File: config.mk
export PLATFORM = sky130hd
export DESIGN_NAME = spi_slave_ctrl_flat
export DESIGN_NICKNAME = d
export VERILOG_FILES = /design/src/rtl/spi_pkg.sv /design/src/rtl/spi_slave_ctrl_if.sv /design/src/rtl/spi_rx_shift.sv /design/src/rtl/spi_slave_ctrl.sv /design/src/flat_wrapper.sv
export SDC_FILE = /design/constraint.sdc
export NUM_CORES = 1
export LEC_CHECK = 0
export CORE_MARGIN = 5
export CORE_UTILIZATION = 36
export CTS_BUF_LIST = sky130_fd_sc_hd__clkbuf_16
export CTS_CLUSTER_SIZE = 40
export DETAILED_ROUTE_END_ITERATION = 7
export GPL_ROUTABILITY_DRIVEN = 1
export SLEW_MARGIN = 20
export SYNTH_ARGS = -nofsm -noshare
export SYNTH_HDL_FRONTEND = slang
export SYNTH_SLANG_ARGS = --single-unit
File: constraint.sdc
create_clock -name clk -period 2.25 [get_ports clk]
set_clock_uncertainty 0.15 [all_clocks]
set_input_delay 0.225 -clock clk [delete_from_list [all_inputs] [get_ports clk]]
set_output_delay 0.225 -clock clk [all_outputs]
set_load 0.02 [all_outputs]
File: src/rtl/spi_pkg.sv
// Shared types and defaults for the SPI slave controller: FSM states,
// post-frame phases, command codes and a frame-building helper.
package spi_pkg;

    localparam int FRAME_W_DEFAULT = 10;
    localparam int DATA_W_DEFAULT  = 8;
    localparam int CNT_W           = 4;

    typedef enum logic [2:0] {
        ST_IDLE,
        ST_CHK_CMD,
        ST_WRITE,
        ST_READ_ADD,
        ST_READ_DATA
    } state_t;

    // Sub-phase inside WRITE/READ_ADD/READ_DATA once the lead bit is consumed.
    typedef enum logic [1:0] {
        PH_FRAME,
        PH_WAIT_TX,
        PH_SHIFT_TX,
        PH_HOLD
    } phase_t;

    typedef enum logic [1:0] {
        WR_ADDR = 2'b00,
        WR_DATA = 2'b01,
        RD_ADDR = 2'b10,
        RD_DATA = 2'b11
    } cmd_t;

    function automatic logic [FRAME_W_DEFAULT-1:0] make_frame(input cmd_t cmd,
                                                              input logic [7:0] payload);
        return {cmd, payload};
    endfunction

endpackage

File: src/rtl/spi_slave_ctrl_if.sv
// Serial and RAM-side signals of the SPI slave, bundled with a slave view
// for the controller and a master view for whoever drives it.
interface spi_slave_ctrl_if #(
    parameter int FRAME_W = spi_pkg::FRAME_W_DEFAULT,
    parameter int DATA_W  = spi_pkg::DATA_W_DEFAULT
) ();

    logic               SS_n;
    logic               MOSI;
    logic               MISO;
    logic [FRAME_W-1:0] rx_data;
    logic               rx_valid;
    logic [DATA_W-1:0]  tx_data;
    logic               tx_valid;

    modport slave (
        input  SS_n, MOSI, tx_data, tx_valid,
        output MISO, rx_data, rx_valid
    );

    modport master (
        output SS_n, MOSI, tx_data, tx_valid,
        input  MISO, rx_data, rx_valid
    );

endinterface

File: src/rtl/spi_rx_shift.sv
// MOSI-to-parallel shifter with its own bit counter; flags the edge that
// captures the last bit of a frame and presents the completed frame.
module spi_rx_shift
    import spi_pkg::*;
#(
    parameter int FRAME_W = FRAME_W_DEFAULT
) (
    input  logic               clk,
    input  logic               rst_n,
    input  logic               i_clear,
    input  logic               i_shift_en,
    input  logic               i_mosi,
    output logic [FRAME_W-1:0] o_frame,
    output logic               o_count_done
);

    logic [FRAME_W-1:0] r_shift;
    logic [CNT_W-1:0]   r_bit_cnt;

    // o_frame already includes the bit being sampled, so the parent can load
    // the full frame on the same edge that captures bit 0.
    assign o_frame      = {r_shift[FRAME_W-2:0], i_mosi};
    assign o_count_done = i_shift_en && (r_bit_cnt == CNT_W'(FRAME_W - 1));

    // NOTE: sequential state uses non-blocking assignments so every flop
    // samples pre-edge values regardless of process evaluation order.
    always_ff @(posedge clk or negedge rst_n) begin
        if (!rst_n) begin
            r_shift   <= '0;
            r_bit_cnt <= '0;
        end else if (i_clear) begin
            r_shift   <= '0;
            r_bit_cnt <= '0;
        end else if (i_shift_en) begin
            r_shift   <= o_frame;
            r_bit_cnt <= o_count_done ? '0 : r_bit_cnt + CNT_W'(1);
        end
    end

endmodule

File: src/rtl/spi_slave_ctrl.sv
// SPI slave controller: decodes the lead bit, collects FRAME_W-bit frames for
// the RAM, tracks the read-address flag and serialises read data onto MISO.
module spi_slave_ctrl
    import spi_pkg::*;
#(
    parameter int FRAME_W = FRAME_W_DEFAULT,
    parameter int DATA_W  = DATA_W_DEFAULT
) (
    input  logic              clk,
    input  logic              rst_n,
    spi_slave_ctrl_if.slave   bus
);

    localparam int TX_CNT_W = (DATA_W > 1) ? $clog2(DATA_W) : 1;

    state_t              r_state;
    phase_t              r_phase;
    logic                r_rd_addr_flag;
    logic [FRAME_W-1:0]  r_rx_data;
    logic                r_rx_valid;
    logic                r_miso;
    logic [DATA_W-1:0]   r_tx_shift;
    logic [TX_CNT_W-1:0] r_tx_cnt;

    state_t              w_state_nxt;
    phase_t              w_phase_nxt;
    logic                w_rd_addr_flag_nxt;
    logic [FRAME_W-1:0]  w_rx_data_nxt;
    logic                w_rx_valid_nxt;
    logic                w_miso_nxt;
    logic [DATA_W-1:0]   w_tx_shift_nxt;
    logic [TX_CNT_W-1:0] w_tx_cnt_nxt;

    logic                w_in_frame_state;
    logic                w_shift_en;
    logic                w_clear;
    logic [FRAME_W-1:0]  w_frame;
    logic                w_count_done;

    assign w_in_frame_state = (r_state == ST_WRITE) || (r_state == ST_READ_ADD) ||
                              (r_state == ST_READ_DATA);
    assign w_shift_en = w_in_frame_state && (r_phase == PH_FRAME) && !bus.SS_n;
    assign w_clear    = bus.SS_n || (r_state == ST_IDLE) || (r_state == ST_CHK_CMD);

    spi_rx_shift #(.FRAME_W(FRAME_W)) u_rx_shift (
        .clk          (clk),
        .rst_n        (rst_n),
        .i_clear      (w_clear),
        .i_shift_en   (w_shift_en),
        .i_mosi       (bus.MOSI),
        .o_frame      (w_frame),
        .o_count_done (w_count_done)
    );

    // NOTE: every variable gets a default before the case so no path leaves
    // it unassigned, which would otherwise infer a latch.
    always_comb begin
        w_state_nxt        = r_state;
        w_phase_nxt        = r_phase;
        w_rd_addr_flag_nxt = r_rd_addr_flag;
        w_rx_data_nxt      = r_rx_data;
        w_rx_valid_nxt     = 1'b0;
        w_miso_nxt         = 1'b0;
        w_tx_shift_nxt     = r_tx_shift;
        w_tx_cnt_nxt       = r_tx_cnt;

        // Deselect outranks frame completion and tx_valid on the same edge.
        if ((r_state != ST_IDLE) && bus.SS_n) begin
            w_state_nxt    = ST_IDLE;
            w_phase_nxt    = PH_FRAME;
            w_tx_shift_nxt = '0;
            w_tx_cnt_nxt   = '0;
        end else begin
            unique case (r_state)
                ST_IDLE: begin
                    w_phase_nxt = PH_FRAME;
                    if (!bus.SS_n) w_state_nxt = ST_CHK_CMD;
                end
                ST_CHK_CMD: begin
                    if (!bus.MOSI)          w_state_nxt = ST_WRITE;
                    else if (r_rd_addr_flag) w_state_nxt = ST_READ_DATA;
                    else                     w_state_nxt = ST_READ_ADD;
                end
                ST_WRITE, ST_READ_ADD, ST_READ_DATA: begin
                    unique case (r_phase)
                        PH_FRAME: begin
                            if (w_count_done) begin
                                w_rx_data_nxt  = w_frame;
                                w_rx_valid_nxt = 1'b1;
                                w_phase_nxt    = PH_HOLD;
                                if (r_state == ST_READ_ADD) w_rd_addr_flag_nxt = 1'b1;
                                if (r_state == ST_READ_DATA) begin
                                    w_rd_addr_flag_nxt = 1'b0;
                                    w_phase_nxt        = PH_WAIT_TX;
                                end
                            end
                        end
                        PH_WAIT_TX: begin
                            if (bus.tx_valid) begin
                                w_tx_shift_nxt = bus.tx_data;
                                w_tx_cnt_nxt   = '0;
                                w_phase_nxt    = PH_SHIFT_TX;
                            end
                        end
                        PH_SHIFT_TX: begin
                            w_miso_nxt     = r_tx_shift[DATA_W-1];
                            w_tx_shift_nxt = {r_tx_shift[DATA_W-2:0], 1'b0};
                            w_tx_cnt_nxt   = r_tx_cnt + TX_CNT_W'(1);
                            if (r_tx_cnt == TX_CNT_W'(DATA_W - 1)) w_phase_nxt = PH_HOLD;
                        end
                        PH_HOLD: ;
                    endcase
                end
                default: begin
                    w_state_nxt = ST_IDLE;
                    w_phase_nxt = PH_FRAME;
                end
            endcase
        end
    end

    always_ff @(posedge clk or negedge rst_n) begin
        if (!rst_n) begin
            r_state        <= ST_IDLE;
            r_phase        <= PH_FRAME;
            r_rd_addr_flag <= 1'b0;
            r_rx_data      <= '0;
            r_rx_valid     <= 1'b0;
            r_miso         <= 1'b0;
            r_tx_shift     <= '0;
            r_tx_cnt       <= '0;
        end else begin
            r_state        <= w_state_nxt;
            r_phase        <= w_phase_nxt;
            r_rd_addr_flag <= w_rd_addr_flag_nxt;
            r_rx_data      <= w_rx_data_nxt;
            r_rx_valid     <= w_rx_valid_nxt;
            r_miso         <= w_miso_nxt;
            r_tx_shift     <= w_tx_shift_nxt;
            r_tx_cnt       <= w_tx_cnt_nxt;
        end
    end

    assign bus.MISO     = r_miso;
    assign bus.rx_data  = r_rx_data;
    assign bus.rx_valid = r_rx_valid;

endmodule

File: src/flat_wrapper.sv
// flat-port wrapper written by rule: the top's interface ports become plain ports
module spi_slave_ctrl_flat import spi_pkg::*;
#(
    parameter int FRAME_W = FRAME_W_DEFAULT,
    parameter int DATA_W  = DATA_W_DEFAULT
)
  (clk, rst_n, bus_SS_n, bus_MOSI, bus_tx_data, bus_tx_valid, bus_MISO, bus_rx_data, bus_rx_valid);
  spi_slave_ctrl_if #(.FRAME_W(FRAME_W), .DATA_W(DATA_W)) bus_i ();
  input  logic clk;
  input  logic rst_n;
  input wire logic [$bits(bus_i.SS_n)-1:0] bus_SS_n;
  input wire logic [$bits(bus_i.MOSI)-1:0] bus_MOSI;
  input wire logic [$bits(bus_i.tx_data)-1:0] bus_tx_data;
  input wire logic [$bits(bus_i.tx_valid)-1:0] bus_tx_valid;
  output wire logic [$bits(bus_i.MISO)-1:0] bus_MISO;
  output wire logic [$bits(bus_i.rx_data)-1:0] bus_rx_data;
  output wire logic [$bits(bus_i.rx_valid)-1:0] bus_rx_valid;
  assign bus_i.SS_n = bus_SS_n;
  assign bus_i.MOSI = bus_MOSI;
  assign bus_i.tx_data = bus_tx_data;
  assign bus_i.tx_valid = bus_tx_valid;
  assign bus_MISO = bus_i.MISO;
  assign bus_rx_data = bus_i.rx_data;
  assign bus_rx_valid = bus_i.rx_valid;
  spi_slave_ctrl #(.FRAME_W(FRAME_W), .DATA_W(DATA_W)) u_core (.clk(clk), .rst_n(rst_n), .bus(bus_i));
endmodule
==> results.yml, run 1 <==
clock_tree:
  cts_sinks: 42
  ctsHtreeMaxLevel: 2
  numCtsBuffers: 5
  clk_path_buf_depth: 2
  insertion_delay_ns: 0.28
  cts_root_buf: "clkbuf_16"
  cts_tree: "yes"
  clk_pin_slew_ns: 0.06
floorplanning:
  io_pins: 25
  fp.dieH_um: 84.7
  coreArea_mm2: 0.00547
  die_w_um: 84.7
  rows: 27
  initial_utilization_pct: 36.7
  dieArea_mm2: 0.00717
power:
  leakage_nw: 1.14
  power_density_mw_per_mm2: 740
  ir_worst_vdd_mv: 0.713
yosys:
  yosysTopAreaCell: "dfrtp_1"
  synthesis.area_mm2: 0.00201
  ys_types: 38
  synth_top_area_share_pct: 52.3
  synth.net_count: 201
  ys_dominant_reg_cell: "dfrtp_1"
  syn_area_per_cell_um2: 11.1
  synthCells: 181
  yosysWarnings: 0
  ys_seq_elements: 42
  ys_seq_area_share_pct: 52.3
  synth_edf_count: 0
  ys_async_sr_fraction_pct: 100
  synth_area_leaders: "dfrtp_1 (52%), mux2_4 (6.0%), mux2i_1 (4.5%)"
setup_path:
  path_cells: "or3b_1, a211oi_4, nand2_2, mux2_4"
  critical_path.max_stage_delay_ns: 0.44
  crit_fanout: 12
  critPathLaunchType: "flip-flop"
  required_ns: 2.26
  arrival_ns: 2.04
  worst_setup_path_end_kind: "flip-flop"
  crit_type: "flip-flop to flip-flop"
  cpMaxStageDelayCell: "or3b_1"
layout:
  final_common_cell: "dfrtp_1"
  drive_above_1_share_pct: 15.4
  final_cell_mix: "dfrtp_1 (42), clkdlybuf4s50_1 (23), nand2_1 (22), o21ai_0 (14), inv_1 (10)"
  fin_cells: 286
  postLayoutCellArea_mm2: 0.00256
  layout.nets: 233
  areaGrowthSynthToFinish_pct: 27.6
  diodes: 0
timing:
  worst_slew_pin_slew_ns: 0.596
  rsz0062_at_grt: "no"
  drv_slew: 0
  setup_viol: 0
  period_minus_slack_ns: 2.03
  hold_viol_final: 0
  max_freq_mhz: 493
  setup_tns_ns: 0
  max-slew-margin-rel_pct: 60.3
  fin_ws_ns: 0.220
  fin_crit_sh_pct: 90.2
placed_design:
  gp_congestion: 0.791
  placedInstanceArea_mm2: 0.00236
  place_hpwl_um: 2770
  dp_cells: 277
  port-buffer-count: 24
  dp_slack_ns: 0.217
routing:
  wl_per_cell_um: 13.2
  wl_um: 3780
  drt_iter0_drc: 104
  viasPerCell: 4.99
  ant_nets: 0
  num_vias: 1427
  first_pass_iters: 4
  drc: 0
run:
  cap_violations: 0
global_routing:
  antenna_found_initial: 0
  grt_pass1_wl_um: 6780
  gr-total-overflow: 0
  track_usage_pct: 11.5
  grt_start_max_net_pins: 27
  grt_pass1_vias: 1452
worst_hold_path:
  hp-class: "flip-flop to flip-flop"
run_status:
  status: "complete, no violations"
timing repair:
item | in CTS | in global routing
hold endpoints to repair | 24 | 0
setup endpoints to repair | 0 | 0
hold buffers | 1 | 0
buffers inserted | 0 | 0
gates resized for setup | 0 | 0
layout make-up:
type,instances,area [um^2]
Fill cell,529,2910
Sequential cell,42,1050
Timing Repair Buffer,34,313
Multi-Input combinational cell,120,877
Clock inverter,3,68.8
Inverter,10,37.5
Tap cell,72,90.1
Clock buffer,5,125
cells by family (layout without fill, tap and decap cells):
| family | Yosys count | after routing | synth area share (%) |
|---|---|---|---|
| compound gates | 45 | 45 | 16.1 |
| fa+ha+maj | 7 | 7 | 4.36 |
| buf+inv | 19 | 52 | 3.99 |
| flops | 42 | 42 | 52.3 |
| mux | 19 | 19 | 11.6 |
| simple gates | 49 | 49 | 11.7 |
metal layers:
layer | up-vias | track usage (%) | part of all wire [%]
met5 | - | 0 | 0
li1 | 710 | - | -
met1 | 689 | 15.9 | 49
met3 | 4 | 3.24 | 4.8
met2 | 24 | 17.7 | 45
met4 | 0 | 3.45 | 1.0
critical path, delay by kind of cell, from the launching register on:
family	cells	cell delay, ns
AND/OR/NAND/NOR	2	0.69
flip-flops	1	0.42
multiplexers	1	0.37
AO/OA/AOI/OAI	1	0.28
per-stage QoR:
step,utilization [%],total power [mW],hold WS (ns)
final,46.8,1.90,0.330
after global routing,46.8,1.99,0.363
after CTS,46.8,1.93,0.337
after detailed placement,43.1,0.990,0.117
after global placement,43.1,0.990,0.118
after floorplan,-,0.911,-0.221
final timing paths:
check / startpoint / endpoint / slack, ns / cells past startpoint
min in group asynchronous: rst_n / u_core.bus.rx_data[9] / 0.34 / 2
worst min-delay path: u_core.r_tx_shift[7] / u_core.r_tx_shift[7] / 0.33 / 1
worst min register to register: u_core.r_tx_shift[7] / u_core.r_tx_shift[7] / 0.33 / 1
worst max register to register: u_core.r_state[0] / u_core.bus.rx_data[1] / 0.22 / 4
max in group asynchronous: rst_n / u_core.u_rx_shift.r_shift[0] / 1.05 / 3
worst max-delay path: u_core.r_state[0] / u_core.bus.rx_data[1] / 0.22 / 4
power by group:
part           switching (mW)  internal (mW)
Sequential             0.0118          0.772
Clock                   0.283          0.637
Combinational           0.111         0.0808
Total                   0.406           1.49
Yosys cell counts (2+ instances only):
| cell | number |
|---|---|
| nand2_1 | 22 |
| or3_1 | 2 |
| clkbuf_1 | 7 |
| dfrtp_1 | 42 |
| o21ai_0 | 14 |
| a211oi_1 | 4 |
| inv_1 | 10 |
| nor4_1 | 2 |
| mux2i_1 | 9 |
| a32o_1 | 3 |
| nor2b_1 | 2 |
| a21oi_1 | 5 |
| nand2b_1 | 3 |
| a31oi_1 | 2 |
| ha_1 | 7 |
| a31o_2 | 2 |
| mux2_4 | 8 |
| and3_1 | 2 |
| mux2_2 | 2 |
| nor3_1 | 2 |
| nor2_1 | 8 |
| o2bb2ai_1 | 7 |
flip-flops by register name (all words and copies together) (netlist names):
| signal | cells |
|---|---|
| u_core.u_rx_shift.r_bit_cnt | 4 |
| u_core.bus.rx_valid | 1 |
| u_core.r_rd_addr_flag | 1 |
| u_core.bus.MISO | 1 |
| u_core.r_tx_shift | 8 |
| u_core.r_tx_cnt | 3 |
| u_core.u_rx_shift.r_shift | 9 |
| u_core.bus.rx_data | 10 |
| u_core.r_phase | 2 |
| u_core.r_state | 3 |
(Power assumes the default switching activity.)
==> run 2, diff against run 1 <==
Settings changed: CAP_MARGIN from default to 15, SYNTH_HIERARCHICAL from default to 1.
==> run 2 against run 1 <==
  * Area after synthesis grew 7.5%
  * Final cell count up 5.6%
  * Synthesized cell count rose by 2.8%
  * Core utilization up 0.44 points
  * Combinational power grew 18%
  * Maximum frequency down 9.7%
  * Sequential share of layout area fell by 3.2 points
  * Worst hold slack barely moved
  * Largest power group unchanged
==> results.yml, run 2 <==
placed_design:
  port-buffer-count: 24
  placedInstanceArea_mm2: 0.00255
  gp_congestion: 0.786
  place_hpwl_um: 2750
yosys:
  synthesis.area_mm2: 0.00216
  synth.net_count: 206
  synth_edf_count: 0
  yosysWarnings: 6
  synth_area_leaders: "dfrtp_1 (49%), mux2i_1 (7.9%), mux2_4 (6.3%)"
  ys_seq_area_share_pct: 48.7
  ys_async_sr_fraction_pct: 100
  synth_top_area_share_pct: 48.7
  ys_seq_elements: 42
  syn_area_per_cell_um2: 11.6
  ys_types: 41
  yosysMostFrequentCell: "dfrtp_1"
  synth_common_cells: "dfrtp_1 (42), nor2_1 (20), mux2i_1 (17)"
  synthCells: 186
  ys_dominant_reg_cell: "dfrtp_1"
  yosysTopAreaCell: "dfrtp_1"
routing:
  first_pass_iters: 4
  drc: 0
  wl_per_cell_um: 13.5
  viasPerCell: 4.88
  drt_iter0_drc: 40
  ant_nets: 0
  num_vias: 1473
  wl_um: 4070
floorplanning:
  coreArea_mm2: 0.00589
  dieArea_mm2: 0.00764
  io_pins: 25
  fp.dieH_um: 87.4
  initial_utilization_pct: 36.7
  die_w_um: 87.4
  rows: 28
global_routing:
  use_met2_pct: 16.8
  grt_pass1_wl_um: 6700
  met3_usage_pct: 2.55
  grt_pass1_vias: 1421
  met1_usage_pct: 15.4
  gr-total-overflow: 0
  track_usage_pct: 11.2
  antenna_found_initial: 0
  grt_start_max_net_pins: 28
  grt_busiest_layer: "met2"
layout:
  areaGrowthSynthToFinish_pct: 28.9
  largest_reg_flops: 10
  postLayoutCellArea_mm2: 0.00278
  layout.nets: 246
  final_cell_mix: "dfrtp_1 (42), clkdlybuf4s50_1 (23), buf_4 (20), nor2_1 (18), mux2i_1 (17)"
  diodes: 0
  final_common_cell: "dfrtp_1"
  drive_above_1_share_pct: 27.3
clock_tree:
  cts_tree: "yes"
  ctsHtreeMaxLevel: 2
  insertion_delay_ns: 0.28
  clk_pin_slew_ns: 0.06
  cts_root_buf: "clkbuf_16"
  clk_path_buf_depth: 2
  numCtsBuffers: 5
  cts_sinks: 42
setup_path:
  worst_setup_path_end_kind: "flip-flop"
  crit_type: "flip-flop to flip-flop"
  arrival_ns: 2.26
  r2r_slack_ns: 0.002
  r2r_cells: 9
  required_ns: 2.26
  crit_fanout: 2
  critPathLaunchType: "flip-flop"
run:
  cap_violations: 0
timing:
  max-slew-margin-rel_pct: 60.4
  setup_viol: 0
  drv_slew: 0
  holdWs_ns: 0.331
  max_freq_mhz: 445
  rsz0062_at_grt: "yes"
  period_minus_slack_ns: 2.25
  fin_crit_sh_pct: 99.9
  hold_viol_final: 0
  worst_slew_pin_slew_ns: 0.594
power:
  finalPower_mw: 1.82
  ir_worst_vdd_mv: 0.345
  leakage_nw: 1.22
  power_density_mw_per_mm2: 655
run_status:
  status: "complete, no violations"
worst_hold_path:
  hp-class: "input port to asynchronous set/reset pin"
run 2: area by class of cell:
type / instances / area, um^2
well taps: 75 / 93.8
inverters: 7 / 28.8
flip-flops and latches: 42 / 1050
multi-input cells: 125 / 1050
fillers: 548 / 3100
repair buffers: 45 / 395
clock inverters: 3 / 41.3
clock buffers: 5 / 125
run 2: kinds of logic (layout without fill, tap and decap cells):
group                      Yosys count  in the layout  synth area share [%]
muxes                               28             28                  15.2
adders and majority gates            7              7                  4.06
AOI/OAI and AO/OA                   33             33                  12.9
DFF                                 42             42                  48.7
and+or+nand+nor                     56             57                  13.6
buffers and inverters               20             60                  5.62
run 2: final timing paths:
kind,startpoint,end
max in group asynchronous,rst_n,u_core/bus.rx_data[7]
worst min-delay path,rst_n,u_core/bus.rx_valid
min in group clk,u_core/r_tx_shift[7],u_core/bus.MISO
worst max register to register,u_core/r_state[0],u_core/r_phase[1]
worst min register to register,u_core/r_tx_shift[7],u_core/bus.MISO
worst max-delay path,u_core/r_state[0],u_core/r_phase[1]
run 2: power by group:
part	total [mW]	internal, mW	switching [mW]
sequential	0.793	0.780	0.0135
combinational	0.227	0.106	0.122
clock	0.800	0.519	0.281
run 2: critical path: stages, from the launching register on:
cell	delay (ns)
dfrtp_1	0.37
or3b_4	0.42
a21oi_4	0.16
and2_4	0.17
inv_4	0.04
nor2_4	0.08
nor2b_2	0.06
nor4_4	0.25
o21bai_2	0.13
mux2_4	0.30
run 2: repair_timing:
| item | CTS | global route |
|---|---|---|
| buffers inserted | 0 | 1 |
| setup endpoints to repair | 10 | 12 |
| endpoints found under the hold margin | 25 | 0 |
| resized for setup | 1 | 8 |
| pin swaps | 0 | 6 |
| gates cloned | 0 | 1 |
| hold buffers | 1 | 0 |
run 2: per-stage QoR:
step | utilization [%] | std cells | setup TNS [ns] | worst slack [ns]
final | 47.3 | 302 | 0 | 0.00155
after global routing | 47.3 | 302 | -0.667 | -0.0870
after floorplan | - | 186 | -0.828 | -0.0911
after CTS | 46.3 | 300 | 0 | 0.00467
after detailed placement | 43.3 | 291 | -0.469 | -0.0533
after global placement | 43.3 | 291 | -0.302 | -0.0333
run 2: per-layer routing:
layer | vias up | wire, um
met5 | - | 0
met4 | 0 | 37
met3 | 4 | 90
met2 | 23 | 1890
met1 | 718 | 2060
li1 | 728 | -
